$ cat src/rtl/parking_lot_controller_pkg.sv
// Shared constants and types for the 8-space parking lot controller.
package parking_lot_controller_pkg;

  localparam int unsigned NUM_SPOTS = 8;
  localparam int unsigned IDX_W     = 3;
  localparam int unsigned CNT_W     = 4;
  localparam int unsigned FREE_W    = 4;

  localparam logic [NUM_SPOTS-1:0] ALL_OCCUPIED = 8'hFF;

  typedef enum logic [1:0] {
    ST_IDLE       = 2'd0,
    ST_ENTRY_GATE = 2'd1,
    ST_EXIT_GATE  = 2'd2,
    ST_ERR_HOLD   = 2'd3
  } state_t;

endpackage

$ cat src/rtl/spot_allocator.sv
// Priority encoder: lowest free space in the occupancy vector.
module spot_allocator
  import parking_lot_controller_pkg::*;
(
  input  logic [NUM_SPOTS-1:0] park_location,
  output logic [IDX_W-1:0]     free_idx,
  output logic                 any_free
);

  // Scan from the top so the lowest zero bit is the last one written.
  always_comb begin
    free_idx = '0;
    any_free = (park_location != ALL_OCCUPIED);
    for (int i = int'(NUM_SPOTS) - 1; i >= 0; i--) begin
      if (!park_location[i]) free_idx = IDX_W'(i);
    end
  end

endmodule

$ cat src/rtl/parking_lot_controller.sv
// Gate arbitration, space allocation and occupancy tracking for the lot.
module parking_lot_controller
  import parking_lot_controller_pkg::*;
#(
  parameter int unsigned GATE_CYCLES = 4
) (
  input  logic                 clk,
  input  logic                 reset,
  input  logic                 entry_req,
  input  logic                 exit_req,
  input  logic [IDX_W-1:0]     exit_number,
  output logic                 entry_ack,
  output logic [IDX_W-1:0]     entry_number,
  output logic                 exit_ack,
  output logic                 exit_err,
  output logic [NUM_SPOTS-1:0] park_location,
  output logic [FREE_W-1:0]    free_count,
  output logic                 full,
  output logic                 gate_open
);

  state_t                 state;
  logic [CNT_W-1:0]       gate_cnt;
  logic [IDX_W-1:0]       free_idx;
  logic                   any_free;
  logic [NUM_SPOTS-1:0]   exit_mask;
  logic [NUM_SPOTS-1:0]   entry_mask;
  logic                   exit_valid;

  spot_allocator u_spot_allocator (
    .park_location (park_location),
    .free_idx      (free_idx),
    .any_free      (any_free)
  );

  // Exit is legal only for a fully-known index naming an occupied space.
  always_comb begin
    exit_mask  = NUM_SPOTS'(1) << exit_number;
    entry_mask = NUM_SPOTS'(1) << free_idx;
    exit_valid = ((^exit_number) !== 1'bx) && ((park_location & exit_mask) != '0);
  end

  // Controller FSM with gate timer and occupancy register; exit wins over entry.
  always_ff @(posedge clk) begin
    if (reset) begin
      state         <= ST_IDLE;
      gate_cnt      <= '0;
      entry_ack     <= 1'b0;
      entry_number  <= '0;
      exit_ack      <= 1'b0;
      exit_err      <= 1'b0;
      park_location <= '0;
      free_count    <= FREE_W'(NUM_SPOTS);
      full          <= 1'b0;
      gate_open     <= 1'b0;
    end else begin
      entry_ack <= 1'b0;
      exit_ack  <= 1'b0;
      exit_err  <= 1'b0;
      case (state)
        ST_IDLE: begin
          if (exit_req) begin
            if (exit_valid) begin
              state         <= ST_EXIT_GATE;
              exit_ack      <= 1'b1;
              park_location <= park_location & ~exit_mask;
              free_count    <= free_count + FREE_W'(1);
              full          <= 1'b0;
              gate_open     <= 1'b1;
              gate_cnt      <= CNT_W'(GATE_CYCLES - 1);
            end else begin
              state    <= ST_ERR_HOLD;
              exit_err <= 1'b1;
            end
          end else if (entry_req && any_free) begin
            state         <= ST_ENTRY_GATE;
            entry_ack     <= 1'b1;
            entry_number  <= free_idx;
            park_location <= park_location | entry_mask;
            free_count    <= free_count - FREE_W'(1);
            full          <= ((park_location | entry_mask) == ALL_OCCUPIED);
            gate_open     <= 1'b1;
            gate_cnt      <= CNT_W'(GATE_CYCLES - 1);
          end
        end
        ST_ENTRY_GATE, ST_EXIT_GATE: begin
          if (gate_cnt == '0) begin
            state     <= ST_IDLE;
            gate_open <= 1'b0;
          end else begin
            gate_cnt <= gate_cnt - CNT_W'(1);
          end
        end
        ST_ERR_HOLD: begin
          if (!exit_req) state <= ST_IDLE;
        end
        default: state <= ST_IDLE;
      endcase
    end
  end

endmodule

$ cat config.mk
export PLATFORM = sky130hd
export DESIGN_NAME = parking_lot_controller
export DESIGN_NICKNAME = d
export VERILOG_FILES = /design/src/rtl/parking_lot_controller_pkg.sv /design/src/rtl/spot_allocator.sv /design/src/rtl/parking_lot_controller.sv
export SDC_FILE = /design/constraint.sdc
export NUM_CORES = 1
export LEC_CHECK = 0
export BUFFER_PORTS_ARGS = -buffer_cell sky130_fd_sc_hd__clkbuf_2
export CORE_ASPECT_RATIO = 1.75
export CORE_MARGIN = 2
export CORE_UTILIZATION = 53
export CTS_CLUSTER_DIAMETER = 80
export DETAILED_ROUTE_END_ITERATION = 12
export PLACE_DENSITY = 0.87
export SLEW_MARGIN = 20
export SYNTH_ARGS = -nofsm -noshare
export SYNTH_HDL_FRONTEND = slang
export SYNTH_HIERARCHICAL = 1
export SYNTH_SLANG_ARGS = --single-unit
export TNS_END_PERCENT = 5
$ cat constraint.sdc
create_clock -name clk -period 2.3 [get_ports clk]
set_input_delay 0.115 -clock clk [delete_from_list [all_inputs] [get_ports clk]]
set_output_delay 0.115 -clock clk [all_outputs]
set_load 0.1 [all_outputs]
==> results by stage, run 1 <==
Die:
- For this design the top-level I/O count stands at 27.
- The starting utilization of the core area is 56.4%.
- In this run the standard cell core region covers 2300 um^2.
- The die covers 2880 um^2.
- The width of the die is 41.4 um.
- The row count is 23.
- The y dimension of the die is 69.5 um.

Synthesis:
- A synthesized cell averages 8.54 um^2.
- The cell count after synthesis came out at 152.
- Of all flip-flops after synthesis, the portion carrying an async set or reset was 0%.
- The number of nets produced by synthesis is 166.
- The share of the yosys chip area belonging to registers is 38.5%.
- During synthesis, Yosys emitted a total of 6 warnings.
- The synthesized netlist occupies a cell area of 1300 um^2.
- The count of flip-flops with a built-in enable after synthesis is 0.
- The most frequently used flop master after synthesis is sky130_fd_sc_hd__dfxtp_1.
- The number of storage elements in the synthesis netlist is 25.
- After synthesis, the netlist uses 43 different library cells.

Global routing:
- The via count of the first global-routing pass was 1170.
- The combined global-route utilization of all metal layers is a little under a quarter.
- The first global-routing pass estimated between 5 and 6 mm of wire.
- The initial antenna violation count is 0.
- The leftover overflow at the end of global routing is 0.
- Entering global routing, the biggest net connects 23 pins.

Power and ir drop:
- The leakage power total is 0.633 nW.
- The worst-case IR drop observed on VDD is 0.653 mV.
- In this run the power density over the cells is 1080 nW/um^2.

Timing:
- The final-layout setup total negative slack is 0 ns.
- The post-route minimum period is 1.98 ns.
- Setup repair after global routing left no endpoint under its margin.
- In this run the tightest slew margin relative to its limit is 54.7%.
- At the pin with the least slew margin, the transition time is 0.675 ns.
- Setup violations remaining at the end of the flow were counted as 0.
- The minimum hold slack is slightly above 0.3 ns.
- The number of hold violations in the final report is 0.
- The final setup skew is about 0.0074 ns.
- The ratio of final minimum period to clock period is 86.2%.
- The number of pins exceeding their max-slew limit in the final report is 0.
- The highest clock rate is 0.504 GHz.

Detailed routing:
- The count of nets left with antenna violations after detail routing is 0.
- The detailed router placed 1204 vias in this run.
- The average vias per placed instance is 6.08.
- The count of unresolved DRC violations after routing is 0.
- The average routed wire per standard cell is 15.1 um.
- The detailed router finished its first iteration with 29 violations.
- The total wire length is 2.99 mm.
- The first-pass detailed-route iteration total is 4.

Place:
- The weighted congestion reported at the end of routability-driven placement is 0.889.
- Port buffering added 22 buffers.
- Once detailed placement completed, the half-perimeter wirelength came to 2.26 mm.

Clock tree:
- The number of hold-repair buffers added at the cts stage is 0.
- The maximum buffer depth of the clock tree is 2.
- The clock tree root driver cell is sky130_fd_sc_hd__clkbuf_8.
- The H-tree depth reported by CTS is 1.
- For this design, the sink count on the clock tree is 25.
- The CTS buffer count is 3.
- The post-CTS setup buffer count is 0.
- The clock tree from TritonCTS is built.
- The total of cells resized after clock tree synthesis is 0.
- Clock latency on the worst-skew pair, taken at its later pin, is 0.28 ns.
- The clock transition at the registers of the reported paths is ~0.09 ns.

Layout:
- The multi-input gate area in the final layout is 703 um^2.
- The total area of sequential cells is 510 um^2.
- Compared with the post-synthesis result, the final layout area differs by 12.7%.
- Fill cells in the final layout number 201.
- The final antenna diode count is 0.
- Of the cells placed in the final design, the portion with a size suffix greater than 1 is 25.4%.
- After the last flow step, the layout net total stands at 188.

Setup path:
- The internal reg-to-reg setup slack is 0.32 ns.
- Along the worst path, the maximum fanout reaches 6.
- The nature of the critical path startpoint is a register.
- The worst setup path is of the reg2reg kind.
- At the worst endpoint, the required time is 2.51 ns.
- STA classifies the critical path endpoint as a register.
- The data arrival time of the critical path is 2.19 ns.

Outcome:
- The run finished with clean final reports.

Flow run:
- The number of max-cap violations is 0.

Hold path:
- The tightest min-delay check is of the in2reg type.
cell usage in the layout (no fill, tap or decap), drive strengths merged, types with 2 or more instances in the layout:
master and instances:
nand4 2, nand3 4, buf 2, nor2 20, ha 6, dfxtp 25, inv 12, a211oi 3
nand2 16, a21oi 13, mux2i 3, o21ai 4, nor3b 2, nor3 3, a311oi 2, a41o 2
clkbuf 25, a31oi 4, xnor2 3
worst paths after layout:
path | startpoint | end | cells after the start
max | park_location[0] | full | 5
min | reset | entry_number[0] | 2
max reg2reg | park_location[0] | full | 5
min reg2reg | entry_number[0] | entry_number[0] | 2
critical path: stages (launching register included):
cell and delay (ns):
sky130_fd_sc_hd__dfxtp_2 0.39, sky130_fd_sc_hd__nand2_1 0.10, sky130_fd_sc_hd__nor3_1 0.59, sky130_fd_sc_hd__nand4_1 0.16, sky130_fd_sc_hd__a2111o_1 0.46, sky130_fd_sc_hd__o31ai_2 0.20
sequential cells by signal (all words and copies together) (netlist names):
register	count
state	2
entry_number	3
entry_ack	1
full	1
park_location	8
exit_err	1
free_count	4
gate_cnt	4
gate_open	1
final cells by class:
cell class / instances / share of cell area [%]
inverters: 12 / 3.08
flip-flops and latches: 25 / 34.9
clock buffers: 3 / 2.82
clock inverters: 1 / 0.513
multi-input cells: 108 / 48.0
repair buffers: 24 / 8.55
well taps: 25 / 2.14
metal layers:
layer	global-route usage (%)	vias to the layer above	routed length, um
li1	-	571	-
met1	24.1	587	1160
met2	42.7	37	1660
met3	2.34	9	94
met4	10.4	0	74
met5	0	-	0
power breakdown:
part / internal [W] / total, W / switching, W
clock: 0.000123 / 0.000274 / 0.000151
sequential: 0.000501 / 0.000554 / 0.0000532
combinational: 0.000223 / 0.000748 / 0.000525
cells in the mapped netlist (all sizes together) (2+ instances only):
cell,count,area (um^2)
dfxtp,25,500
nor2,20,75.1
nand2,16,60.1
a21oi,13,65.1
inv,12,45.0
buf,7,50.0
ha,6,75.1
a31oi,4,25.0
nand3,4,20.0
o21ai,4,20.0
a211oi,3,27.5
mux2i,3,30.0
nor3,3,15.0
xnor2,3,26.3
a311oi,2,17.5
a41o,2,20.0
nand4,2,12.5
nor3b,2,25.0
cells by family after synthesis:
kind of cell	share of synthesized area [%]
XOR/XNOR	2.02
AND/OR/NAND/NOR	20.1
multiplexers	3.18
adder cells (fa/ha/maj)	7.32
AO/OA/AOI/OAI	21.2
other	0.289
flip-flops	38.5
buffers and inverters	7.32
stage by stage:
| stage | total power, W | instances | area (um^2) | worst slack [ns] | util [%] |
|---|---|---|---|---|---|
| floorplan | 0.00118 | 152 | 1310 | 0.149 | - |
| global placement | 0.00127 | 194 | 1420 | 0.408 | 61.5 |
| detailed placement | 0.00130 | 194 | 1420 | 0.381 | 61.5 |
| CTS | 0.00158 | 198 | 1460 | 0.352 | 63.6 |
| global route | 0.00167 | 198 | 1460 | 0.203 | 63.6 |
| finish | 0.00158 | 198 | 1460 | 0.317 | 63.6 |
Power figures use the tool's default switching activity.
==> inputs of run 2 (changes only) <==
--- a/config.mk
+++ b/config.mk
@@ -12,6 +12,8 @@
 export CTS_CLUSTER_DIAMETER = 80
 export DETAILED_ROUTE_END_ITERATION = 12
 export PLACE_DENSITY = 0.87
+export REMOVE_ABC_BUFFERS = 1
+export SETUP_SLACK_MARGIN = 0.05
 export SLEW_MARGIN = 20
 export SYNTH_ARGS = -nofsm -noshare
 export SYNTH_HDL_FRONTEND = slang
==> results by stage, run 2 (synthesis results as in run 1) <==
Die:
- The width of the die came to 41.4 um (unchanged).
- The starting utilization of the core area came to 56.4% (unchanged).
- The core footprint is 2300 um^2 (unchanged).
- The overall die area is 2880 um^2 (unchanged).
- The row count is 23 (unchanged).
- The y dimension of the die was 69.5 um (unchanged).
- The number of top-level pins was 27 (unchanged).

Detailed routing:
- The routed via count is 1177 (was 1204).
- The count of nets left with antenna violations after detail routing is 0 (unchanged).
- The average vias per placed instance is 5.94 (was 6.08).
- The first-pass detailed-route iteration total is 4 (unchanged).
- The count of unresolved DRC violations after routing came to 0 (unchanged).
- The average routed wire per standard cell is 13.8 um (was 15.1 um).
- The total wire length was 2.74 mm (was 2.99 mm).
- The number of DRC violations after detailed-routing iteration 0 is 44 (was 29).

Layout:
- The area added between synthesis and finish is 12.3% (was 12.7%).
- The commonest non-fill, non-tap cell in the layout is sky130_fd_sc_hd__dfxtp_1 (was sky130_fd_sc_hd__clkbuf_2).
- Commonest non-fill, non-tap cells in the layout: 25 x sky130_fd_sc_hd__dfxtp_1, 22 x sky130_fd_sc_hd__clkbuf_2, 20 x sky130_fd_sc_hd__nor2_1, 16 x sky130_fd_sc_hd__nand2_1, 13 x sky130_fd_sc_hd__a21oi_1 (was 22 x sky130_fd_sc_hd__clkbuf_2, 20 x sky130_fd_sc_hd__nor2_1, 17 x sky130_fd_sc_hd__dfxtp_1, 16 x sky130_fd_sc_hd__nand2_1, 13 x sky130_fd_sc_hd__a21oi_1).
- The area of all placed cells without fillers is 1460 um^2 (about the same).
- The final antenna diode count is 0 (unchanged).
- The final net count is 188 (unchanged).
- The flip-flop count of the largest register, all copies and words added was 8 (unchanged).
- The share of the core filled with cells is 63.4% (was 63.6%).
- The layout cell share with drive strength beyond 1 came to 21.4% (was 25.4%).
- The register name with the most flops is park_location (unchanged).
- Biggest registers after layout: park_location: 8 flops, free_count: 4 flops, gate_cnt: 4 flops (unchanged).

Global routing:
- The global-route track usage on met1 is 20.7% (was 24.1%).
- The maximum number of pins on one net before global-route repair is 16 (was 23).
- The peak-usage layer in the global routing report was met2 (unchanged).
- The first-pass GRT wire length is 4.94 mm (was 5.28 mm).
- The leftover overflow at the end of global routing is 0 (unchanged).
- The met2 track demand over resource in global routing is 38.9% (was 42.7%).
- The combined global-route utilization of all metal layers is 21.1% (was 22.7%).
- The via count of the first global-routing pass is 1242 (was 1170).
- The routing usage on met3 is 3.13% (was 2.34%).
- The initial antenna violation count is 0 (unchanged).

Place:
- The worst slack after detailed placement is 0.260 ns (was 0.381 ns).
- The weighted congestion reported at the end of routability-driven placement is 0.807 (was 0.889).
- The post-place instance area is 1410 um^2 (was 1420 um^2).
- The count of input and output buffers is 22 (unchanged).
- The detailed placer's ending HPWL is 2.12 mm (was 2.26 mm).

Timing:
- The final count of negative-setup-slack endpoints is 0 (unchanged).
- The number of hold violations in the final report is 0 (unchanged).
- Setup repair after global routing missed its margin: no (unchanged).
- The highest clock rate came to 0.483 GHz (was 0.504 GHz).
- The final setup skew came to 0.00590 ns (was 0.00740 ns).
- The actual transition at the worst max-transition pin is 0.540 ns (was 0.675 ns).
- The post-route minimum period was 2.07 ns (was 1.98 ns).
- The post-layout worst setup margin came to 0.230 ns (was 0.317 ns).
- The minimum hold slack is 0.175 ns (was 0.308 ns).
- The ratio of final minimum period to clock period came to 90.0% (was 86.2%).
- The headroom to the max-slew limit is 63.9% (was 54.7%).
- The number of pins exceeding their max-slew limit in the final report is 0 (unchanged).

Power and ir drop:
- The switching power as a share of total power is 45.5% (was 46.3%).
- The clock power share is 17.0% (was 17.4%).
- The leakage power total is 0.628 nW (was 0.633 nW).
- The switching power summed over all nets came to 0.000706 W (was 0.000729 W).
- The internal power is 0.000846 W (was 0.000847 W).
- The power density over the cells was 1060 nW/um^2 (was 1080 nW/um^2).
- The worst supply voltage drop on vdd was 0.680 mV (was 0.653 mV).
- The post-route total power is 0.00155 W (was 0.00158 W).
- The sequential share of power is 35.7% (was 35.1%).
- The combinational fraction of design power is 47.4% (about the same).

Clock tree:
- The number of hold-repair buffers added at the cts stage is 0 (unchanged).
- The clock tree from TritonCTS is built (unchanged).
- The clock transition at the registers of the reported paths is 0.09 ns (about the same).
- The CTS buffer count is 3 (unchanged).
- The H-tree depth reported by CTS is 1 (unchanged).
- The maximum buffer depth of the clock tree was 2 (unchanged).
- The clock tree root driver cell is sky130_fd_sc_hd__clkbuf_8 (unchanged).
- The count of clock tree sinks came to 25 (unchanged).
- The worst-skew pair later-pin latency was 0.27 ns (was 0.28 ns).

Setup path:
- The start-to-end type of the worst setup path was reg2reg (unchanged).
- The data arrival time of the critical path is 2.27 ns (was 2.19 ns).
- The nature of the critical path startpoint was a register (unchanged).
- The slowest cell on the critical path was sky130_fd_sc_hd__dfxtp_1 (was sky130_fd_sc_hd__nor3_1).
- The required time of the worst setup path is 2.50 ns (was 2.51 ns).
- The type of element capturing the critical path is a register (unchanged).
- The number of buffer and inverter instances along the worst setup path is 0 (unchanged).
- The family with the most delay on the worst path is compound AO/OA/AOI/OAI gates (was simple AND/OR/NAND/NOR gates).
- Critical path cell sequence: a31oi_1 -> nor2_1 -> nor3b_2 -> o21ai_1 -> a2111o_1 -> o31ai_2 (was nand2_1 -> nor3_1 -> nand4_1 -> a2111o_1 -> o31ai_2).
- The biggest cell delay along the critical path is 0.47 ns (was 0.59 ns).
- The largest fanout on the critical path is 9 (was 6).

Outcome:
- Run status: complete, no violations (unchanged).

Flow run:
- The number of max-cap violations was 0 (unchanged).

Hold path:
- The classification of the worst-slack hold path is in2reg (unchanged).
==> run 2: cell types whose count changed in the layout (fill, tap and decap cells not counted) <==
cell	previous run	this run
sky130_fd_sc_hd__dfxtp_1	17	25
sky130_fd_sc_hd__nor3_2	0	1
sky130_fd_sc_hd__nor3_1	3	2
sky130_fd_sc_hd__dfxtp_2	8	0
==> run 2: final timing paths <==
kind / from / endpoint / slack (ns) / cells after the start
max: park_location[4] / full / 0.23 / 6
min: reset / free_count[1] / 0.18 / 2
max reg2reg: park_location[4] / full / 0.23 / 6
min reg2reg: entry_number[0] / entry_number[0] / 0.47 / 2
==> run 2: worst reg2reg max path, cell delays in order, from the launching register on <==
cell	delay, ns
sky130_fd_sc_hd__dfxtp_1	0.47
sky130_fd_sc_hd__a31oi_1	0.13
sky130_fd_sc_hd__nor2_1	0.44
sky130_fd_sc_hd__nor3b_2	0.27
sky130_fd_sc_hd__o21ai_1	0.09
sky130_fd_sc_hd__a2111o_1	0.40
sky130_fd_sc_hd__o31ai_2	0.21
==> run 2: cell type report <==
type / instances / area [um^2]
flip-flops and latches: 25 / 500
multi-input cells: 108 / 708
well taps: 25 / 31.3
fillers: 203 / 843
clock inverters: 1 / 7.51
inverters: 12 / 45.0
repair buffers: 24 / 125
clock buffers: 3 / 41.3
==> run 2: stage by stage <==
step / setup TNS [ns] / cells
after floorplan: -0.463 / 145
after detailed placement: 0 / 194
after global placement: 0 / 194
after global routing: 0 / 198
after CTS: 0 / 198
final: 0 / 198
==> run 2: routing by layer <==
metal / routed length (um) / share of wire (%) / up-vias
li1: - / - / 574
met1: 1070 / 39 / 556
met2: 1490 / 54 / 40
met3: 116 / 4.2 / 7
met4: 68 / 2.5 / 0
met5: 0 / 0 / -
==> run 2: what timing repair did <==
| item | in CTS | in global routing |
|---|---|---|
| endpoints found under the hold margin | 0 | 0 |
| endpoints found under the setup margin | 0 | 1 |
| buffers inserted | 0 | 0 |
| gates resized for setup | 0 | 1 |
==> run 2: power by group through the flow <==
stage	combinational [W]	clock (W)	sequential (W)
6_report	0.000735	0.000263	0.000553
5_1_grt	0.000802	0.000287	0.000564
3_3_place_gp	0.000712	0	0.000558
4_1_cts	0.000737	0.000275	0.000553
2_1_floorplan	0.000389	0	0.000770
3_5_place_dp	0.000732	0	0.000564
